==> src/rtl/midi_voice_allocator.sv <==
// midi_voice_allocator
//   Schedules NUM_VOICES synth voices among incoming MIDI note events.
//   Note-on policy: retrigger the voice already gated on the same note,
//   else take the first free voice, else steal the oldest voice.
//   Each event takes NUM_VOICES+1 cycles after its handshake edge:
//   one cycle per voice examined, plus one commit cycle.
//
// Parameters:
//   NUM_VOICES  number of voices (2..16)
//   AGE_BITS    width of the saturating per-voice age counter
//
// Ports:
//   clk, rst        clock, asynchronous active-high reset
//   ev_valid        event offered
//   ev_ready        event accepted when high (IDLE only)
//   ev_note_on      1 = note-on, 0 = note-off (velocity 0 also means off)
//   ev_note         MIDI note number
//   ev_velocity     MIDI velocity
//   sustain         CC64 state (only with VOICE_ALLOC_SUSTAIN_EN)
//   voice_gate      per-voice gate
//   voice_note      packed, voice i at [7i+6:7i]
//   voice_velocity  packed, same layout as voice_note
//   voice_trigger   one-cycle pulse on note-on assignment
//   busy            ~ev_ready
//
// Optional feature macro: VOICE_ALLOC_SUSTAIN_EN (sustain pedal handling).

module midi_voice_allocator #(
  parameter int NUM_VOICES = 4,
  parameter int AGE_BITS   = 8
) (
  input  logic                    clk,
  input  logic                    rst,
  input  logic                    ev_valid,
  output logic                    ev_ready,
  input  logic                    ev_note_on,
  input  logic [6:0]              ev_note,
  input  logic [6:0]              ev_velocity,
`ifdef VOICE_ALLOC_SUSTAIN_EN
  input  logic                    sustain,
`endif
  output logic [NUM_VOICES-1:0]   voice_gate,
  output logic [7*NUM_VOICES-1:0] voice_note,
  output logic [7*NUM_VOICES-1:0] voice_velocity,
  output logic [NUM_VOICES-1:0]   voice_trigger,
  output logic                    busy
);

  localparam logic [1:0] S_IDLE   = 2'd0;
  localparam logic [1:0] S_SCAN   = 2'd1;
  localparam logic [1:0] S_COMMIT = 2'd2;

  localparam int IW = (NUM_VOICES > 1) ? $clog2(NUM_VOICES) : 1;
  localparam logic [IW-1:0]       LAST_IDX = IW'(NUM_VOICES - 1);
  localparam logic [AGE_BITS-1:0] AGE_MAX  = '1;

  logic [1:0]          r_state;
  logic [IW-1:0]       r_idx;

  // latched event
  logic                r_on;
  logic [6:0]          r_note;
  logic [6:0]          r_vel;

  // per-voice state
  logic [NUM_VOICES-1:0] r_gate;
  logic [NUM_VOICES-1:0] r_trig;
  logic [6:0]            r_vnote [NUM_VOICES];
  logic [6:0]            r_vvel  [NUM_VOICES];
  logic [AGE_BITS-1:0]   r_age   [NUM_VOICES];

  // scan results
  logic                r_match_found;
  logic [IW-1:0]       r_match_idx;
  logic                r_free_found;
  logic [IW-1:0]       r_free_idx;
  logic [IW-1:0]       r_old_idx;
  logic [AGE_BITS-1:0] r_old_age;

  logic                w_cur_gate;
  logic [6:0]          w_cur_note;
  logic [AGE_BITS-1:0] w_cur_age;
  logic [IW-1:0]       w_target;
  logic                w_ready;

  assign w_cur_gate = r_gate[r_idx];
  assign w_cur_note = r_vnote[r_idx];
  assign w_cur_age  = r_age[r_idx];

  assign w_target = r_match_found ? r_match_idx :
                    r_free_found  ? r_free_idx  : r_old_idx;

`ifdef VOICE_ALLOC_SUSTAIN_EN
  logic                  r_sus_q;
  logic                  r_rel_pend;
  logic [NUM_VOICES-1:0] r_sus_flag;
  logic                  w_fall;
  logic                  w_release;

  assign w_fall    = r_sus_q & ~sustain;
  // Pedal release is latched and executed in the first IDLE cycle, where it
  // blocks the handshake; ev_ready therefore depends only on registers.
  assign w_release = (r_state == S_IDLE) && r_rel_pend;
  assign w_ready   = (r_state == S_IDLE) && !r_rel_pend;
`else
  assign w_ready   = (r_state == S_IDLE);
`endif

  always_ff @(posedge clk or posedge rst) begin
    if (rst) begin
      r_state       <= S_IDLE;
      r_idx         <= '0;
      r_on          <= 1'b0;
      r_note        <= '0;
      r_vel         <= '0;
      r_gate        <= '0;
      r_trig        <= '0;
      r_match_found <= 1'b0;
      r_match_idx   <= '0;
      r_free_found  <= 1'b0;
      r_free_idx    <= '0;
      r_old_idx     <= '0;
      r_old_age     <= '0;
      for (int unsigned i = 0; i < NUM_VOICES; i++) begin
        r_vnote[i] <= '0;
        r_vvel[i]  <= '0;
        r_age[i]   <= '0;
      end
`ifdef VOICE_ALLOC_SUSTAIN_EN
      r_sus_q    <= 1'b0;
      r_rel_pend <= 1'b0;
      r_sus_flag <= '0;
`endif
    end else begin
      r_trig <= '0;

      case (r_state)
        S_IDLE: begin
`ifdef VOICE_ALLOC_SUSTAIN_EN
          if (w_release) begin
            r_gate     <= r_gate & ~r_sus_flag;
            r_sus_flag <= '0;
          end else
`endif
          if (ev_valid) begin
            r_on          <= ev_note_on && (ev_velocity != 7'd0);
            r_note        <= ev_note;
            r_vel         <= ev_velocity;
            r_idx         <= '0;
            r_match_found <= 1'b0;
            r_free_found  <= 1'b0;
            r_state       <= S_SCAN;
          end
        end

        S_SCAN: begin
          if (w_cur_gate && (w_cur_note == r_note) && !r_match_found) begin
            r_match_found <= 1'b1;
            r_match_idx   <= r_idx;
          end
          if (!w_cur_gate && !r_free_found) begin
            r_free_found <= 1'b1;
            r_free_idx   <= r_idx;
          end
          // strict compare keeps the lowest index on equal ages
          if ((r_idx == '0) || (w_cur_age > r_old_age)) begin
            r_old_idx <= r_idx;
            r_old_age <= w_cur_age;
          end
          if (r_idx == LAST_IDX) begin
            r_state <= S_COMMIT;
          end else begin
            r_idx <= r_idx + IW'(1);
          end
        end

        S_COMMIT: begin
          r_state <= S_IDLE;
          if (r_on) begin
            for (int unsigned i = 0; i < NUM_VOICES; i++) begin
              if (IW'(i) == w_target) begin
                r_gate[i]  <= 1'b1;
                r_vnote[i] <= r_note;
                r_vvel[i]  <= r_vel;
                r_age[i]   <= '0;
                r_trig[i]  <= 1'b1;
`ifdef VOICE_ALLOC_SUSTAIN_EN
                r_sus_flag[i] <= 1'b0;
`endif
              end else if (r_gate[i] && (r_age[i] != AGE_MAX)) begin
                r_age[i] <= r_age[i] + AGE_BITS'(1);
              end
            end
          end else if (r_match_found) begin
`ifdef VOICE_ALLOC_SUSTAIN_EN
            if (sustain) begin
              r_sus_flag[r_match_idx] <= 1'b1;
            end else begin
              r_gate[r_match_idx]     <= 1'b0;
              r_sus_flag[r_match_idx] <= 1'b0;
            end
`else
            r_gate[r_match_idx] <= 1'b0;
`endif
          end
        end

        default: r_state <= S_IDLE;
      endcase

`ifdef VOICE_ALLOC_SUSTAIN_EN
      r_sus_q <= sustain;
      if (w_fall) begin
        r_rel_pend <= 1'b1;
      end else if (w_release) begin
        r_rel_pend <= 1'b0;
      end
`endif
    end
  end

  for (genvar g = 0; g < NUM_VOICES; g++) begin : g_pack
    assign voice_note[7*g +: 7]     = r_vnote[g];
    assign voice_velocity[7*g +: 7] = r_vvel[g];
  end

  assign voice_gate    = r_gate;
  assign voice_trigger = r_trig;
  assign ev_ready      = w_ready;
  assign busy          = ~w_ready;

endmodule

==> config.mk <==
export PLATFORM = sky130hd
export DESIGN_NAME = midi_voice_allocator
export DESIGN_NICKNAME = d
export VERILOG_FILES = /design/src/rtl/midi_voice_allocator.sv
export SDC_FILE = /design/constraint.sdc
export NUM_CORES = 1
export LEC_CHECK = 0
export CORE_ASPECT_RATIO = 1.25
export CORE_UTILIZATION = 50
export DETAILED_ROUTE_END_ITERATION = 10
export PLACE_DENSITY = 0.84
export SYNTH_ARGS = -nofsm -noshare
export SYNTH_HDL_FRONTEND = slang
export SYNTH_SLANG_ARGS = --single-unit
==> constraint.sdc <==
create_clock -name clk -period 4.2 [get_ports clk]
set_input_delay 0.84 -clock clk [delete_from_list [all_inputs] [get_ports clk]]
set_output_delay 0.84 -clock clk [all_outputs]
set_load 0.02 [all_outputs]
==> results by group <==
Clock tree
  – CTS Buf Count: 17
  – Clock buffer depth: 2
  – Post-CTS sizing: 0
  – CTS sink cnt: approximately 130
  – H-tree levels: 4
  – Post-CTS setup buffers: 0
  – Worst skew pair latency: 420 ps
  – Clk Tree Root Cell: clkbuf_16
  – CTS tree: done
  – Hold-fix buffers, CTS: 0
  – Clock slew at reported path FFs: 60 ps

Flow run
  – Maxcap violations: 0

Drt
  – Vias/cell: 5.78
  – Final wirelength: 14800 microns
  – Routed vias: 4366
  – Drt pass-1 iters: 5
  – Initial detailed-routing violation count: between 200 and 300
  – Avg WL per Cell: 19.5 microns
  – Antenna Nets Post-Route: 0
  – DR DRC count: 0

Timing
  – Worst-margin pin slew: 1170 ps
  – Slew Limit Fails: 0
  – Tmin final: 2960 ps
  – Final hold vios: 0
  – Setup_tns: 0 ps
  – Setup Skew: 8.37 ps
  – RSZ-0062 raised after global routing: false
  – Slew headroom: 22.2%
  – Hold Slack: about 480 ps
  – Maximum clock frequency: 338 MHz
  – Post-route clock period utilization: 70.4%
  – Endpoints failing setup: 0

Floorplanning
  – Core area: 12100 sq um
  – I/O pin count: 84
  – Die X: 101 microns
  – Row cnt: 45
  – Initial Utilization: 51.1%
  – Die Y: 126 microns
  – Die ar.: 12800 sq um

Setup path
  – CP Class: register to register
  – Reg-to-reg critical path endpoint: r_old_idx[0]$_DFFE_PP0P_
  – CP Data Required Time: 4500 ps
  – Reg2reg start: r_idx[0]$_DFFE_PP0P_
  – Worst reg-to-reg path cell count: 8
  – Critical path endpoint category: register
  – Crit path DAT: 3260 ps
  – Flop2flop setup slack: approximately 1200 ps
  – Worst Setup Start Kind: register
  – Crit-path max FO: 10

Yosys
  – Seq/Total Area, Yosys: 53.0%
  – Synth cell types: a little over 50
  – Area of the mapped netlist: 6180 sq um
  – Syn Nets: 521
  – Synth warn: 0
  – Post-Syn Instances: 489
  – Synthesis-stage register bit count: 131
  – Syn Area/Cell: 12.6 sq um

Global route
  – Gr ovfl total: 0
  – Via count of the first global-routing pass: 4666
  – Initial antenna violation count: 0
  – First-pass GRT wire length: 23900 microns
  – GRT Resource Usage Total: 24.8%
  – Largest net degree at the start of global routing: 94

Power
  – Power per cell area: 668 nW/um^2
  – Leak: 3.58 nW
  – Peak VDD IR: 0.506 mV

Place
  – Placer Congestion: 0.890
  – Placed Area: 7160 sq um
  – Post-DP HPWL: 9560 microns
  – Port bufs: 83

Cells and area
  – Area grow syn2layout: 26.1%
  – Share of layout cells above drive strength 1: 23.0%
  – Design Area, Final: around 8000 sq um
  – Diode count: 0
  – Nets: 610
  – Utilization after layout: 64.4%

Worst hold path
  – Hold EP: voice_velocity[20]$_DFFE_PP0P_
  – Hold Path Class: register to register
  – Hold path start: voice_velocity[20]$_DFFE_PP0P_
  – Hold Crit Depth: 1

Run status
  – Status: completed
-- cells in the mapped netlist (all sizes together) --
| library cell | count | share of area, % |
|---|---|---|
| dfrtp | 131 | 53 |
| mux2 | 86 | 16 |
| nor2 | 44 | 2.8 |
| nand2 | 31 | 1.9 |
| inv | 17 | 1.0 |
| o21ai | 17 | 1.4 |
| buf | 16 | 1.8 |
| xor2 | 16 | 2.3 |
| nand4 | 15 | 1.5 |
| ha | 14 | 2.8 |
| mux2i | 12 | 1.9 |
| mux4 | 12 | 4.4 |
| xnor2 | 12 | 1.7 |
| a21o | 7 | 0.87 |
| a21oi | 7 | 0.57 |
| nand3 | 6 | 0.49 |
| nor3 | 5 | 0.57 |
| a32o | 4 | 0.65 |
| and3 | 4 | 0.40 |
| clkbuf | 4 | 0.28 |
| nor2b | 4 | 0.40 |
| o21a | 3 | 0.36 |
| o311a | 3 | 0.51 |
| a22o | 2 | 0.28 |
| nand2b | 2 | 0.20 |
| o211ai | 2 | 0.24 |
| or3 | 2 | 0.20 |
| a2111o | 1 | 0.18 |
| a211o | 1 | 0.14 |
| a221oi | 1 | 0.14 |
| a311oi | 1 | 0.14 |
| a31oi | 1 | 0.20 |
| and3b | 1 | 0.14 |
| nand4b | 1 | 0.14 |
| nor3b | 1 | 0.12 |
| o21bai | 1 | 0.12 |
| o41ai | 1 | 0.14 |
| or4 | 1 | 0.12 |
-- worst max-delay path by stage --
stage                                     from                       end  slack, ps
after detailed placement  r_idx[0]$_DFFE_PP0P_  r_old_idx[0]$_DFFE_PP0P_       1250
after global placement    r_idx[0]$_DFFE_PP0P_  r_old_age[6]$_DFFE_PP0P_       1310
final                     r_idx[0]$_DFFE_PP0P_  r_old_idx[0]$_DFFE_PP0P_       1240
after global routing      r_idx[0]$_DFFE_PP0P_  r_old_age[2]$_DFFE_PP0P_       1040
after CTS                 r_idx[0]$_DFFE_PP0P_  r_old_idx[0]$_DFFE_PP0P_       1220
after floorplan           r_idx[0]$_DFFE_PP0P_  r_old_age[0]$_DFFE_PP0P_       1320
-- layer usage --
metal / up-vias / wire length, microns / GRT usage [%]
li1: 1931 / - / -
met1: 2239 / 5760 / 28.7
met2: 164 / 7630 / 42.0
met3: 32 / 946 / 7.38
met4: 0 / 419 / 11.6
met5: - / 0 / 0
-- report_power, final --
| part | total (W) | internal [W] | switching, W |
|---|---|---|---|
| Clock | 0.00159 | 0.000967 | 0.000628 |
| Sequential | 0.00194 | 0.00157 | 0.000366 |
| Combinational | 0.00167 | 0.000850 | 0.000823 |
| Total | 0.00521 | 0.00339 | 0.00182 |
-- layout by cell type, fill, tap and decap left out, types with 3 or more instances in the layout --
| master | Yosys | layout |
|---|---|---|
| o21a_1 | 3 | 3 |
| mux4_2 | 11 | 11 |
| nor3_1 | 3 | 3 |
| a21oi_1 | 7 | 7 |
| o21ai_0 | 13 | 13 |
| nor2_2 | 3 | 4 |
| inv_8 | 0 | 7 |
| mux2_2 | 75 | 75 |
| o21ai_1 | 3 | 3 |
| nor2b_1 | 4 | 4 |
| a32o_1 | 4 | 4 |
| nand3_1 | 6 | 6 |
| and3_1 | 4 | 4 |
| inv_1 | 17 | 16 |
| clkdlybuf4s50_1 | 0 | 83 |
| mux2i_1 | 12 | 12 |
| nand4_1 | 15 | 15 |
| mux2_1 | 11 | 11 |
| xnor2_1 | 12 | 12 |
| nand2_1 | 31 | 31 |
| xor2_1 | 16 | 16 |
| nor2_1 | 41 | 40 |
| bufinv_16 | 0 | 3 |
| dfrtp_1 | 131 | 131 |
| buf_4 | 3 | 6 |
| ha_1 | 14 | 14 |
| a21o_1 | 6 | 6 |
| clkbuf_16 | 0 | 17 |
-- cell families after synthesis --
logic type      after synthesis  synth area share, %
flops                       131                 53.0
simple gates                117                 8.99
mux                         110                 22.0
compound gates               52                 5.99
buf+inv                      37                 3.14
xor+xnor                     28                 3.97
fa+ha+maj                    14                 2.83
-- registers in the layout, summed over array words and instances (netlist names), 2 cells and up --
| register | count |
|---|---|
| r_age | 32 |
| r_free_idx | 2 |
| r_idx | 2 |
| r_match_idx | 2 |
| r_note | 7 |
| r_old_age | 8 |
| r_old_idx | 2 |
| r_state | 2 |
| r_vel | 7 |
| voice_gate | 4 |
| voice_note | 28 |
| voice_trigger | 4 |
| voice_velocity | 28 |
-- critical path, stage by stage, from the launching register on --
cell     delay, ps
dfrtp_1        590
mux4_2         590
ha_1           310
nor2b_1        140
o21a_1         160
o21ai_1        120
a21oi_1         90
o21ai_2        460
mux2_2         400
-- through the flow --
stage | std cells | power [W] | worst slack (ps)
after floorplan | 489 | 0.00293 | 1320
after global placement | 723 | 0.00352 | 1310
after detailed placement | 723 | 0.00359 | 1250
after CTS | 755 | 0.00521 | 1220
after global routing | 755 | 0.00541 | 1040
final | 755 | 0.00521 | 1240
-- layout make-up --
class | count | area, sq um
tap | 164 | 205
fill | 833 | 4310
clock inverter | 15 | 211
multi-input combinational | 321 | 2710
timing repair buffer | 90 | 896
clock buffer | 17 | 425
inverter | 17 | 67.6
sequential | 131 | 3280
No activity file was read; power rests on OpenSTA's default activity.
